## src/rtl/uart_tx_fifo_pkg.sv

```systemverilog
// uart_pkg: shared types and helpers for the buffered UART transmitter.
// The BREAK state exists only when UART_TX_BREAK_EN is defined.
package uart_pkg;

  typedef enum logic [1:0] {
    PAR_NONE = 2'b00,
    PAR_ODD  = 2'b01,
    PAR_EVEN = 2'b10
  } parity_e;

  typedef enum logic [2:0] {
    TX_IDLE   = 3'd0,
    TX_START  = 3'd1,
    TX_DATA   = 3'd2,
    TX_PARITY = 3'd3,
    TX_STOP   = 3'd4
`ifdef UART_TX_BREAK_EN
    ,
    TX_BREAK  = 3'd5
`endif
  } tx_state_e;

  // Clock cycles per bit, truncated toward zero.
  function automatic int baud_div(input int clk_freq, input int baud_rate);
    return clk_freq / baud_rate;
  endfunction

endpackage

```

## src/rtl/uart_sync_fifo.sv

```systemverilog
// uart_sync_fifo: single-clock show-ahead FIFO with occupancy count.
// Pushes while full and pops while empty are ignored; pointers wrap
// naturally because DEPTH is a power of two.
module uart_sync_fifo #(
  parameter int WIDTH = 8,
  parameter int DEPTH = 16
) (
  input  logic                   clk_i,
  input  logic                   rst_ni,
  input  logic                   push_i,
  input  logic [WIDTH-1:0]       din_i,
  input  logic                   pop_i,
  output logic [WIDTH-1:0]       dout_o,
  output logic                   full_o,
  output logic                   empty_o,
  output logic [$clog2(DEPTH):0] level_o
);

  localparam int AW = $clog2(DEPTH);

  logic [WIDTH-1:0] mem_q [DEPTH];
  logic [AW-1:0]    wr_ptr_q, wr_ptr_d;
  logic [AW-1:0]    rd_ptr_q, rd_ptr_d;
  logic [AW:0]      level_q, level_d;
  logic             do_push, do_pop;

  assign full_o  = (level_q == (AW+1)'(DEPTH));
  assign empty_o = (level_q == '0);
  assign do_push = push_i & ~full_o;
  assign do_pop  = pop_i & ~empty_o;
  assign dout_o  = mem_q[rd_ptr_q];
  assign level_o = level_q;

  // Advance pointers and occupancy for accepted push/pop.
  always_comb begin
    wr_ptr_d = wr_ptr_q + AW'(do_push);
    rd_ptr_d = rd_ptr_q + AW'(do_pop);
    level_d  = level_q + (AW+1)'(do_push) - (AW+1)'(do_pop);
  end

  // Control state: cleared on reset, which also discards stored words.
  always_ff @(posedge clk_i or negedge rst_ni) begin
    if (!rst_ni) begin
      wr_ptr_q <= '0;
      rd_ptr_q <= '0;
      level_q  <= '0;
    end else begin
      wr_ptr_q <= wr_ptr_d;
      rd_ptr_q <= rd_ptr_d;
      level_q  <= level_d;
    end
  end

  // Storage array: written only on an accepted push, never reset.
  always_ff @(posedge clk_i) begin
    if (do_push) mem_q[wr_ptr_q] <= din_i;
  end

endmodule

```

## src/rtl/uart_tx_fifo.sv

```systemverilog
// uart_tx_fifo: buffered UART transmitter. Words queue in a FIFO and are
// sent back-to-back; parity and stop-bit count are latched per frame.
// Define UART_TX_BREAK_EN to add the break_req input and BREAK state.
module uart_tx_fifo
  import uart_pkg::*;
#(
  parameter int CLK_FREQ       = 50_000_000,
  parameter int BAUD_RATE      = 115200,
  parameter int VLD_DATA_WIDTH = 8,
  parameter int FIFO_DEPTH     = 16
) (
  input  logic                          CLK,
  input  logic                          rst_n,
  input  logic [VLD_DATA_WIDTH-1:0]     din,
  input  logic                          wr_en,
  output logic                          wr_ready,
  input  logic [1:0]                    parity_sel,
  input  logic                          stop_sel,
`ifdef UART_TX_BREAK_EN
  input  logic                          break_req,
`endif
  output logic                          TX,
  output logic                          TX_busy,
  output logic [$clog2(FIFO_DEPTH):0]   fifo_level,
  output logic                          overflow
);

  localparam int BAUD_DIV = baud_div(CLK_FREQ, BAUD_RATE);
  localparam int CNT_W    = $clog2(BAUD_DIV);

  localparam logic [CNT_W-1:0] CNT_LAST  = CNT_W'(BAUD_DIV - 1);
  localparam logic [3:0]       DATA_LAST = 4'(VLD_DATA_WIDTH - 1);

  localparam logic [2:0] ST_IDLE   = TX_IDLE;
  localparam logic [2:0] ST_START  = TX_START;
  localparam logic [2:0] ST_DATA   = TX_DATA;
  localparam logic [2:0] ST_PARITY = TX_PARITY;
  localparam logic [2:0] ST_STOP   = TX_STOP;
`ifdef UART_TX_BREAK_EN
  localparam logic [2:0] ST_BREAK  = TX_BREAK;
  // Bit slots 0..W+3 are held low, slot W+4 is the trailing high mark.
  localparam logic [3:0] BRK_HIGH  = 4'(VLD_DATA_WIDTH + 4);
`endif

  logic [2:0]                state_q, state_d;
  logic [CNT_W-1:0]          cnt_q, cnt_d;
  logic [3:0]                bit_q, bit_d;
  logic [VLD_DATA_WIDTH-1:0] shreg_q, shreg_d;
  logic                      par_bit_q, par_bit_d;
  logic                      par_en_q, par_en_d;
  logic                      stop2_q, stop2_d;
  logic                      tx_q, tx_d;
  logic                      tick, launch;
  logic [VLD_DATA_WIDTH-1:0] fifo_dout;
  logic                      fifo_full, fifo_empty;

  function automatic logic parity_bit(input logic [VLD_DATA_WIDTH-1:0] d,
                                      input logic [1:0] sel);
    return (sel == PAR_ODD) ? ~^d : ^d;
  endfunction

  uart_sync_fifo #(
    .WIDTH (VLD_DATA_WIDTH),
    .DEPTH (FIFO_DEPTH)
  ) u_fifo (
    .clk_i   (CLK),
    .rst_ni  (rst_n),
    .push_i  (wr_en),
    .din_i   (din),
    .pop_i   (launch),
    .dout_o  (fifo_dout),
    .full_o  (fifo_full),
    .empty_o (fifo_empty),
    .level_o (fifo_level)
  );

  assign wr_ready = ~fifo_full;
  assign overflow = wr_en & fifo_full;
  assign TX       = tx_q;
  assign TX_busy  = (state_q != ST_IDLE);
  assign tick     = (cnt_q == CNT_LAST);

  // Frame sequencer: bit boundaries only on baud terminal count; a new
  // frame is launched from IDLE or straight out of the last stop bit.
  always_comb begin
    state_d   = state_q;
    cnt_d     = cnt_q;
    bit_d     = bit_q;
    shreg_d   = shreg_q;
    par_bit_d = par_bit_q;
    par_en_d  = par_en_q;
    stop2_d   = stop2_q;
    launch    = 1'b0;
    if (state_q != ST_IDLE) cnt_d = tick ? '0 : cnt_q + CNT_W'(1);
    case (state_q)
      ST_IDLE: begin
`ifdef UART_TX_BREAK_EN
        if (break_req) begin
          state_d = ST_BREAK;
          bit_d   = '0;
        end else begin
          launch = ~fifo_empty;
        end
`else
        launch = ~fifo_empty;
`endif
      end
      ST_START: if (tick) state_d = ST_DATA;
      ST_DATA: if (tick) begin
        shreg_d = shreg_q >> 1;
        if (bit_q == DATA_LAST) begin
          bit_d   = '0;
          state_d = par_en_q ? ST_PARITY : ST_STOP;
        end else begin
          bit_d = bit_q + 4'd1;
        end
      end
      ST_PARITY: if (tick) state_d = ST_STOP;
      ST_STOP: if (tick) begin
        if (stop2_q && (bit_q == '0)) begin
          bit_d = 4'd1;
        end else if (!fifo_empty) begin
          launch = 1'b1;
        end else begin
          state_d = ST_IDLE;
          bit_d   = '0;
        end
      end
`ifdef UART_TX_BREAK_EN
      ST_BREAK: if (tick) begin
        if (bit_q == BRK_HIGH) begin
          state_d = ST_IDLE;
          bit_d   = '0;
        end else begin
          bit_d = bit_q + 4'd1;
        end
      end
`endif
      default: state_d = ST_IDLE;
    endcase
    if (launch) begin
      state_d   = ST_START;
      cnt_d     = '0;
      bit_d     = '0;
      shreg_d   = fifo_dout;
      par_en_d  = (parity_sel == PAR_ODD) || (parity_sel == PAR_EVEN);
      par_bit_d = parity_bit(fifo_dout, parity_sel);
      stop2_d   = stop_sel;
    end
  end

  // Line level for the next cycle, derived from the next state.
  always_comb begin
    tx_d = 1'b1;
    case (state_d)
      ST_START:  tx_d = 1'b0;
      ST_DATA:   tx_d = shreg_d[0];
      ST_PARITY: tx_d = par_bit_d;
`ifdef UART_TX_BREAK_EN
      ST_BREAK:  tx_d = (bit_d == BRK_HIGH);
`endif
      default:   tx_d = 1'b1;
    endcase
  end

  // Control registers: reset aborts any frame and idles the line high.
  always_ff @(posedge CLK or negedge rst_n) begin
    if (!rst_n) begin
      state_q  <= ST_IDLE;
      cnt_q    <= '0;
      bit_q    <= '0;
      par_en_q <= 1'b0;
      stop2_q  <= 1'b0;
      tx_q     <= 1'b1;
    end else begin
      state_q  <= state_d;
      cnt_q    <= cnt_d;
      bit_q    <= bit_d;
      par_en_q <= par_en_d;
      stop2_q  <= stop2_d;
      tx_q     <= tx_d;
    end
  end

  // Frame data registers: always loaded before use, so no reset needed.
  always_ff @(posedge CLK) begin
    shreg_q   <= shreg_d;
    par_bit_q <= par_bit_d;
  end

endmodule

```

## config.mk

```make
export PLATFORM = sky130hd
export DESIGN_NAME = uart_tx_fifo
export DESIGN_NICKNAME = d
export VERILOG_FILES = /design/src/rtl/uart_tx_fifo_pkg.sv /design/src/rtl/uart_sync_fifo.sv /design/src/rtl/uart_tx_fifo.sv
export SDC_FILE = /design/constraint.sdc
export NUM_CORES = 1
export LEC_CHECK = 0
export CORE_ASPECT_RATIO = 1.5
export CORE_MARGIN = 1.5
export CORE_UTILIZATION = 60
export CTS_BUF_LIST = sky130_fd_sc_hd__clkbuf_2
export DETAILED_ROUTE_END_ITERATION = 6
export MAX_ROUTING_LAYER = met4
export PLACE_DENSITY_LB_ADDON = 0.12
export RECOVER_POWER = 50
export SETUP_SLACK_MARGIN = 0.4
export SYNTH_ARGS = -nofsm -noshare
export SYNTH_HDL_FRONTEND = slang
export SYNTH_SLANG_ARGS = --single-unit
```

## constraint.sdc

```tcl
create_clock -name CLK -period 4.68 [get_ports CLK]
set_clock_uncertainty 0.2 [all_clocks]
set_input_delay 0.936 -clock CLK [delete_from_list [all_inputs] [get_ports CLK]]
set_output_delay 0.936 -clock CLK [all_outputs]
set_load 0.05 [all_outputs]
```

==> results of run 1 <==
-- cells by family after synthesis --
kind of cell / Yosys count / share of synthesized area [%]
flip-flops: 169 / 67.4
AND/OR/NAND/NOR: 115 / 8.32
AO/OA/AOI/OAI: 56 / 4.98
multiplexers: 37 / 11.6
buffers and inverters: 34 / 2.79
XOR/XNOR: 15 / 2.40
adder cells (fa/ha/maj): 14 / 2.52
-- stage by stage --
step / util [%] / instances / worst slack, ns
floorplan: - / 440 / 1.12
global placement: 63.8 / 602 / 1.20
detailed placement: 63.8 / 602 / 1.20
CTS: 66.1 / 634 / 0.704
global route: 66.1 / 635 / 0.554
finish: 66.1 / 635 / 0.774
-- critical path, delay by kind of cell (launching register included) --
kind,cells,cell delay [ns]
buffers and inverters,2,0.88
and+or+nand+nor,2,0.56
DFF,1,0.47
adders and majority gates,1,0.14
-- report_power, final --
part           switching [mW]  leakage [nW]  total [mW]  internal, mW
clock                   0.550         0.164       0.830         0.280
combinational           0.336         0.948       0.548         0.212
sequential             0.0843          1.64        1.87          1.78
-- synthesized netlist by cell type, types with 7 or more instances --
| cell type | n | area, µm² |
|---|---|---|
| ha_1 | 13 | 163 |
| a21oi_1 | 14 | 70.1 |
| nand3_1 | 18 | 90.1 |
| inv_1 | 13 | 48.8 |
| nor2_1 | 28 | 105 |
| o21ai_0 | 16 | 80.1 |
| clkbuf_1 | 11 | 41.3 |
| mux4_2 | 31 | 698 |
| dfrtp_1 | 31 | 776 |
| xnor2_1 | 7 | 61.3 |
| nand2_1 | 25 | 93.8 |
| nor3_1 | 7 | 35.0 |
| edfxtp_1 | 135 | 4050 |
-- routing by layer --
layer,routed length [µm],GRT usage (%),up-vias,share of wire [%]
li1,-,-,1767,-
met1,5070,27.3,1993,37
met2,7880,43.4,99,57
met3,519,4.47,20,3.8
met4,267,8.42,0,1.9
met5,0,-,-,0
-- worst paths after layout --
check,endpoint,depth (start not counted)
setup / recovery,overflow,5
min in group asynchronous,cnt_q[8]$_DFFE_PN0P_,1
setup reg to reg,u_fifo.level_o[4]$_DFF_PN0_,15
hold / removal,TX$_DFF_PN1_,2
max in group asynchronous,bit_q[1]$_DFFE_PN0P_,2
hold reg to reg,TX$_DFF_PN1_,2
-- area by class of cell --
| type | instances | area, µm² |
|---|---|---|
| fillers | 859 | 4040 |
| well taps | 153 | 191 |
| clock buffers | 17 | 85.1 |
| repair buffers | 30 | 269 |
| clock inverters | 15 | 190 |
| diodes | 1 | 2.50 |
| inverters | 13 | 48.8 |
| multi-input cells | 237 | 2170 |
| flip-flops and latches | 169 | 4900 |
-- flip-flops by register name, indices dropped and copies added (netlist names) --
signal	flops
u_fifo.rd_ptr_q	4
bit_q	4
TX	1
par_en_q	1
u_fifo.mem_q	128
stop2_q	1
u_fifo.wr_ptr_q	4
par_bit_q	1
state_q	3
shreg_q	8
u_fifo.level_o	5
cnt_q	9
==> impl_metrics.env, run 1 <==
export IMPL_fmax_mhz=256
export IMPL_cts_made_buffers=17
export IMPL_crit_chain="inv_1, ha_1, nor3b_1, and3_1, clkdlybuf4s50_1"
export IMPL_cts_resized=0
export IMPL_tightest_slew_ns=1.03
export IMPL_clk_pin_slew_ns=0.27
export IMPL_syn_to_final_growth_pct=8.24
export IMPL_cp_max_fo=4
export IMPL_clk_path_buf_depth=2
export IMPL_irDropWorstVdd_mv=0.243
export IMPL_critPathSlowestCell="clkdlybuf4s50_1"
export IMPL_ys_seq_elements=169
export IMPL_yosysWarnings=0
export IMPL_start_kind="flip-flop"
export IMPL_powerDensity_mw_per_mm2=413
export IMPL_wl_per_cell_um=21.6
export IMPL_postCtsHoldBufs=0
export IMPL_final_area_mm2=0.00786
export IMPL_fp_row_count=49
export IMPL_overflow=0
export IMPL_num_nets_final=496
export IMPL_fin_setup_tns_ns=0
export IMPL_start_util_pct=61.0
export IMPL_final_common_cell="edfxtp_1"
export IMPL_vias_per_cell=6.11
export IMPL_rsz0062_at_grt="no"
export IMPL_period_share_pct=83.5
export IMPL_synthCells=440
export IMPL_finalSetupViolations=0
export IMPL_clock_latency_ns=0.72
export IMPL_gp_congestion=0.810
export IMPL_required_ns=3.54
export IMPL_hold_class="flip-flop to flip-flop"
export IMPL_grt_antenna_before_repair=1
export IMPL_r2r_slack_ns=1.26
export IMPL_synth_edf_count=135
export IMPL_synthArstFlopShare_pct=18.9
export IMPL_finalPower_mw=3.25
export IMPL_dp_hpwl_um=9660
export IMPL_die_area_mm2=0.0128
export IMPL_grt_pass1_wl_um=21600
export IMPL_most_common_layout_cells="135 x edfxtp_1, 31 x mux4_2, 30 x dfrtp_1"
export IMPL_slew_headroom_pct=30.8
export IMPL_routed_wl_um=13700
export IMPL_die_h_um=138
export IMPL_hold_path_startpoint="par_bit_q$_DFF_P_"
export IMPL_finalCriticalPeriod_ns=3.91
export IMPL_clock_tree_root_cell="clkbuf_2"
export IMPL_critPathKind="flip-flop to output pin"
export IMPL_syn_area_mm2=0.00726
export IMPL_synth_distinct_cells=55
export IMPL_grt_max_degree=23
export IMPL_syn_num_nets=468
export IMPL_cts_tree="yes"
export IMPL_drive_above_1_share_pct=15.8
export IMPL_ios=23
export IMPL_yosysSeqAreaShare_pct=67.4
export IMPL_avgSynthCellArea_um2=16.5
export IMPL_cts_setup_buffers=0
export IMPL_cpPeakStageDelay_ns=0.79
export IMPL_die_w_um=92.8
export IMPL_maxSlewViolCount=0
export IMPL_p_leak_nw=2.75
export IMPL_grt_use_total_pct=24.3
export IMPL_ys_flop_type="edfxtp_1"
export IMPL_crit_path_start="u_fifo.level_o[3]$_DFF_PN0_"
export IMPL_hold_ws_ns=0.252
export IMPL_status="completed"
export IMPL_vias=3879
export IMPL_drt_iter0_drc=268
export IMPL_port_buffers=22
export IMPL_rr_startpoint="cnt_q[1]$_DFFE_PN0P_"
export IMPL_hold_viol=0
export IMPL_drv_cap=0
export IMPL_firstDrtPassIters=7
export IMPL_ant_nets=0
export IMPL_htree_levels=4
export IMPL_endpoint_kind="output pin"
export IMPL_arrival_ns=2.77
export IMPL_drc=0
export IMPL_cts_sinks=169
export IMPL_coreArea_mm2=0.0119
export IMPL_dpl_cell_area_mm2=0.00759
export IMPL_grt_pass1_vias=3892
Power figures use the tool's default switching activity.
==> run 2, diff against run 1 <==
clock period = 3.6 ns   (was 4.68 ns; I/O delays follow)
==> impl_metrics.env, run 2 (same netlist as run 1, synthesis figures left out) <==
export IMPL_status="completed"
export IMPL_critPathKind="flip-flop to output pin"
export IMPL_critPathSlowestCell="dfrtp_2"
export IMPL_p_switching_mw=1.30
export IMPL_die_w_um=92.8
export IMPL_clk_pin_slew_ns=0.27
export IMPL_grt_pass1_vias=3998
export IMPL_cts_tree="yes"
export IMPL_syn_to_final_growth_pct=10.8
export IMPL_hold_class="input pin to async pin"
export IMPL_drv_cap=0
export IMPL_p_int_mw=2.88
export IMPL_dp_hpwl_um=9450
export IMPL_endpoint_kind="output pin"
export IMPL_crit_path_start="u_fifo.level_o[3]$_DFF_PN0_"
export IMPL_ios=23
export IMPL_fp_row_count=49
export IMPL_antenna_cells=0
export IMPL_most_common_layout_cells="135 x edfxtp_1, 31 x mux4_2, 28 x nor2_1"
export IMPL_routed_wl_um=13400
export IMPL_clk_path_buf_depth=2
export IMPL_grt_antenna_before_repair=0
export IMPL_powerDensity_mw_per_mm2=520
export IMPL_final_area_mm2=0.00804
export IMPL_coreArea_mm2=0.0119
export IMPL_dp_slack_ns=0.322
export IMPL_rsz0062_at_grt="yes"
export IMPL_cts_sinks=169
export IMPL_hold_viol=0
export IMPL_dpl_cell_area_mm2=0.00772
export IMPL_final_common_cell="edfxtp_1"
export IMPL_finalCriticalPeriod_ns=3.20
export IMPL_finalSetupViolations=0
export IMPL_clock_latency_ns=0.72
export IMPL_drt_iter0_drc=206
export IMPL_period_share_pct=88.8
export IMPL_largestRegisters="u_fifo.mem_q x128, cnt_q x9, shreg_q x8"
export IMPL_num_nets_final=515
export IMPL_vias_per_cell=6.02
export IMPL_start_util_pct=61.0
export IMPL_fin_setup_tns_ns=0
export IMPL_fmax_mhz=313
export IMPL_clock_tree_root_cell="clkbuf_2"
export IMPL_ant_nets=0
export IMPL_arrival_ns=2.28
export IMPL_largest_register_ffs=128
export IMPL_finalWorstSetupSlack_ns=0.403
export IMPL_vias=3929
export IMPL_maxSlewViolCount=0
export IMPL_htree_levels=4
export IMPL_swShare_pct=31.1
export IMPL_required_ns=2.68
export IMPL_overflow=0
export IMPL_grt_max_degree=35
export IMPL_grt_pass1_wl_um=21300
export IMPL_irDropWorstVdd_mv=0.323
export IMPL_r2r_cells=15
export IMPL_grt_use_total_pct=23.6
export IMPL_cpPeakStageDelay_ns=0.49
export IMPL_crit_chain="inv_1, ha_1, nor3b_1, nand2_1, clkdlybuf4s15_2"
export IMPL_cp_max_fo=4
export IMPL_wl_per_cell_um=20.5
export IMPL_drive_above_1_share_pct=22.8
export IMPL_p_seq_share_pct=58.2
export IMPL_slew_headroom_pct=18.3
export IMPL_cts_made_buffers=17
export IMPL_start_kind="flip-flop"
export IMPL_p_leak_nw=2.84
export IMPL_p_clk_share_pct=23.5
export IMPL_drc=0
export IMPL_firstDrtPassIters=4
export IMPL_die_h_um=138
export IMPL_rr_startpoint="bit_q[1]$_DFFE_PN0P_"
export IMPL_combPwrFrac_pct=18.3
export IMPL_gp_congestion=0.793
export IMPL_die_area_mm2=0.0128
export IMPL_tightest_slew_ns=1.22
export IMPL_port_buffers=22
export IMPL_largest_register="u_fifo.mem_q"
run 2: cell types whose count changed in the layout (fill, tap and decap cells not counted), sizes merged:
| cell | previous run | this run |
|---|---|---|
| bufinv | 2 | 0 |
| buf | 5 | 24 |
| clkdlybuf4s50 | 13 | 10 |
| clkinvlp | 1 | 0 |
| inv | 24 | 23 |
| clkbuf | 20 | 21 |
| clkinv | 1 | 5 |
| diode | 1 | 0 |
| clkdlybuf4s15 | 0 | 2 |
run 2: power by group through the flow:
stage	clock, mW	combinational (mW)	sequential (mW)
floorplan	0	0.417	2.52
global placement	0	0.733	2.46
detailed placement	0	0.744	2.48
CTS	1.02	0.748	2.43
global route	1.09	0.828	2.45
finish	0.983	0.763	2.43
run 2: cell type report:
class                      instances  area (µm²)
clock buffer                      17        85.1
clock inverter                    15         171
fill                             838        3850
inverter                          13        48.8
multi-input combinational        237        2220
sequential                       169        4910
tap                              153         191
timing repair buffer              49         424
run 2: critical path: cells and delay by family, from the launching register on:
family                     cells  cell delay [ns]
buffers and inverters          2             0.44
adders and majority gates      1             0.15
and+or+nand+nor                2             0.47
DFF                            1             0.49
run 2: final timing paths:
kind	slack, ns	end
max in group asynchronous	1.49	state_q[2]$_DFF_PN0_
worst min-delay path	0.14	u_fifo.level_o[4]$_DFF_PN0_
worst min register to register	0.25	TX$_DFF_PN1_
worst max register to register	0.44	u_fifo.level_o[4]$_DFF_PN0_
min in group CLK	0.25	TX$_DFF_PN1_
worst max-delay path	0.40	wr_ready
run 2: through the flow:
step,power [mW],util (%),hold slack (ns),std cells
2_1_floorplan,2.94,-,0.208,440
3_3_place_gp,3.19,64.9,0.219,616
3_5_place_dp,3.22,64.9,0.225,616
4_1_cts,4.20,67.4,0.0124,650
5_1_grt,4.37,67.6,0.108,653
6_report,4.18,67.6,0.142,653
run 2: what timing repair did:
| action | CTS | global route |
|---|---|---|
| setup endpoints to repair | 4 | 5 |
| hold buffers | 0 | 0 |
| gates resized for setup | 12 | 14 |
| hold endpoints to repair | 0 | 0 |
| setup buffers | 2 | 3 |
| pin swaps | 0 | 7 |
run 2: metal layers:
metal | global-route usage (%) | routed length [µm]
met4 | 8.33 | 249
met5 | - | 0
met3 | 4.69 | 336
met1 | 26.3 | 5210
met2 | 42.2 | 7620
==> run 3, diff against run 2 <==
ABC_CLOCK_PERIOD_IN_PS = 3600   (was not set)
==> results of run 3 <==
The final DEF is identical to that of run 2; final timing and power are the same.
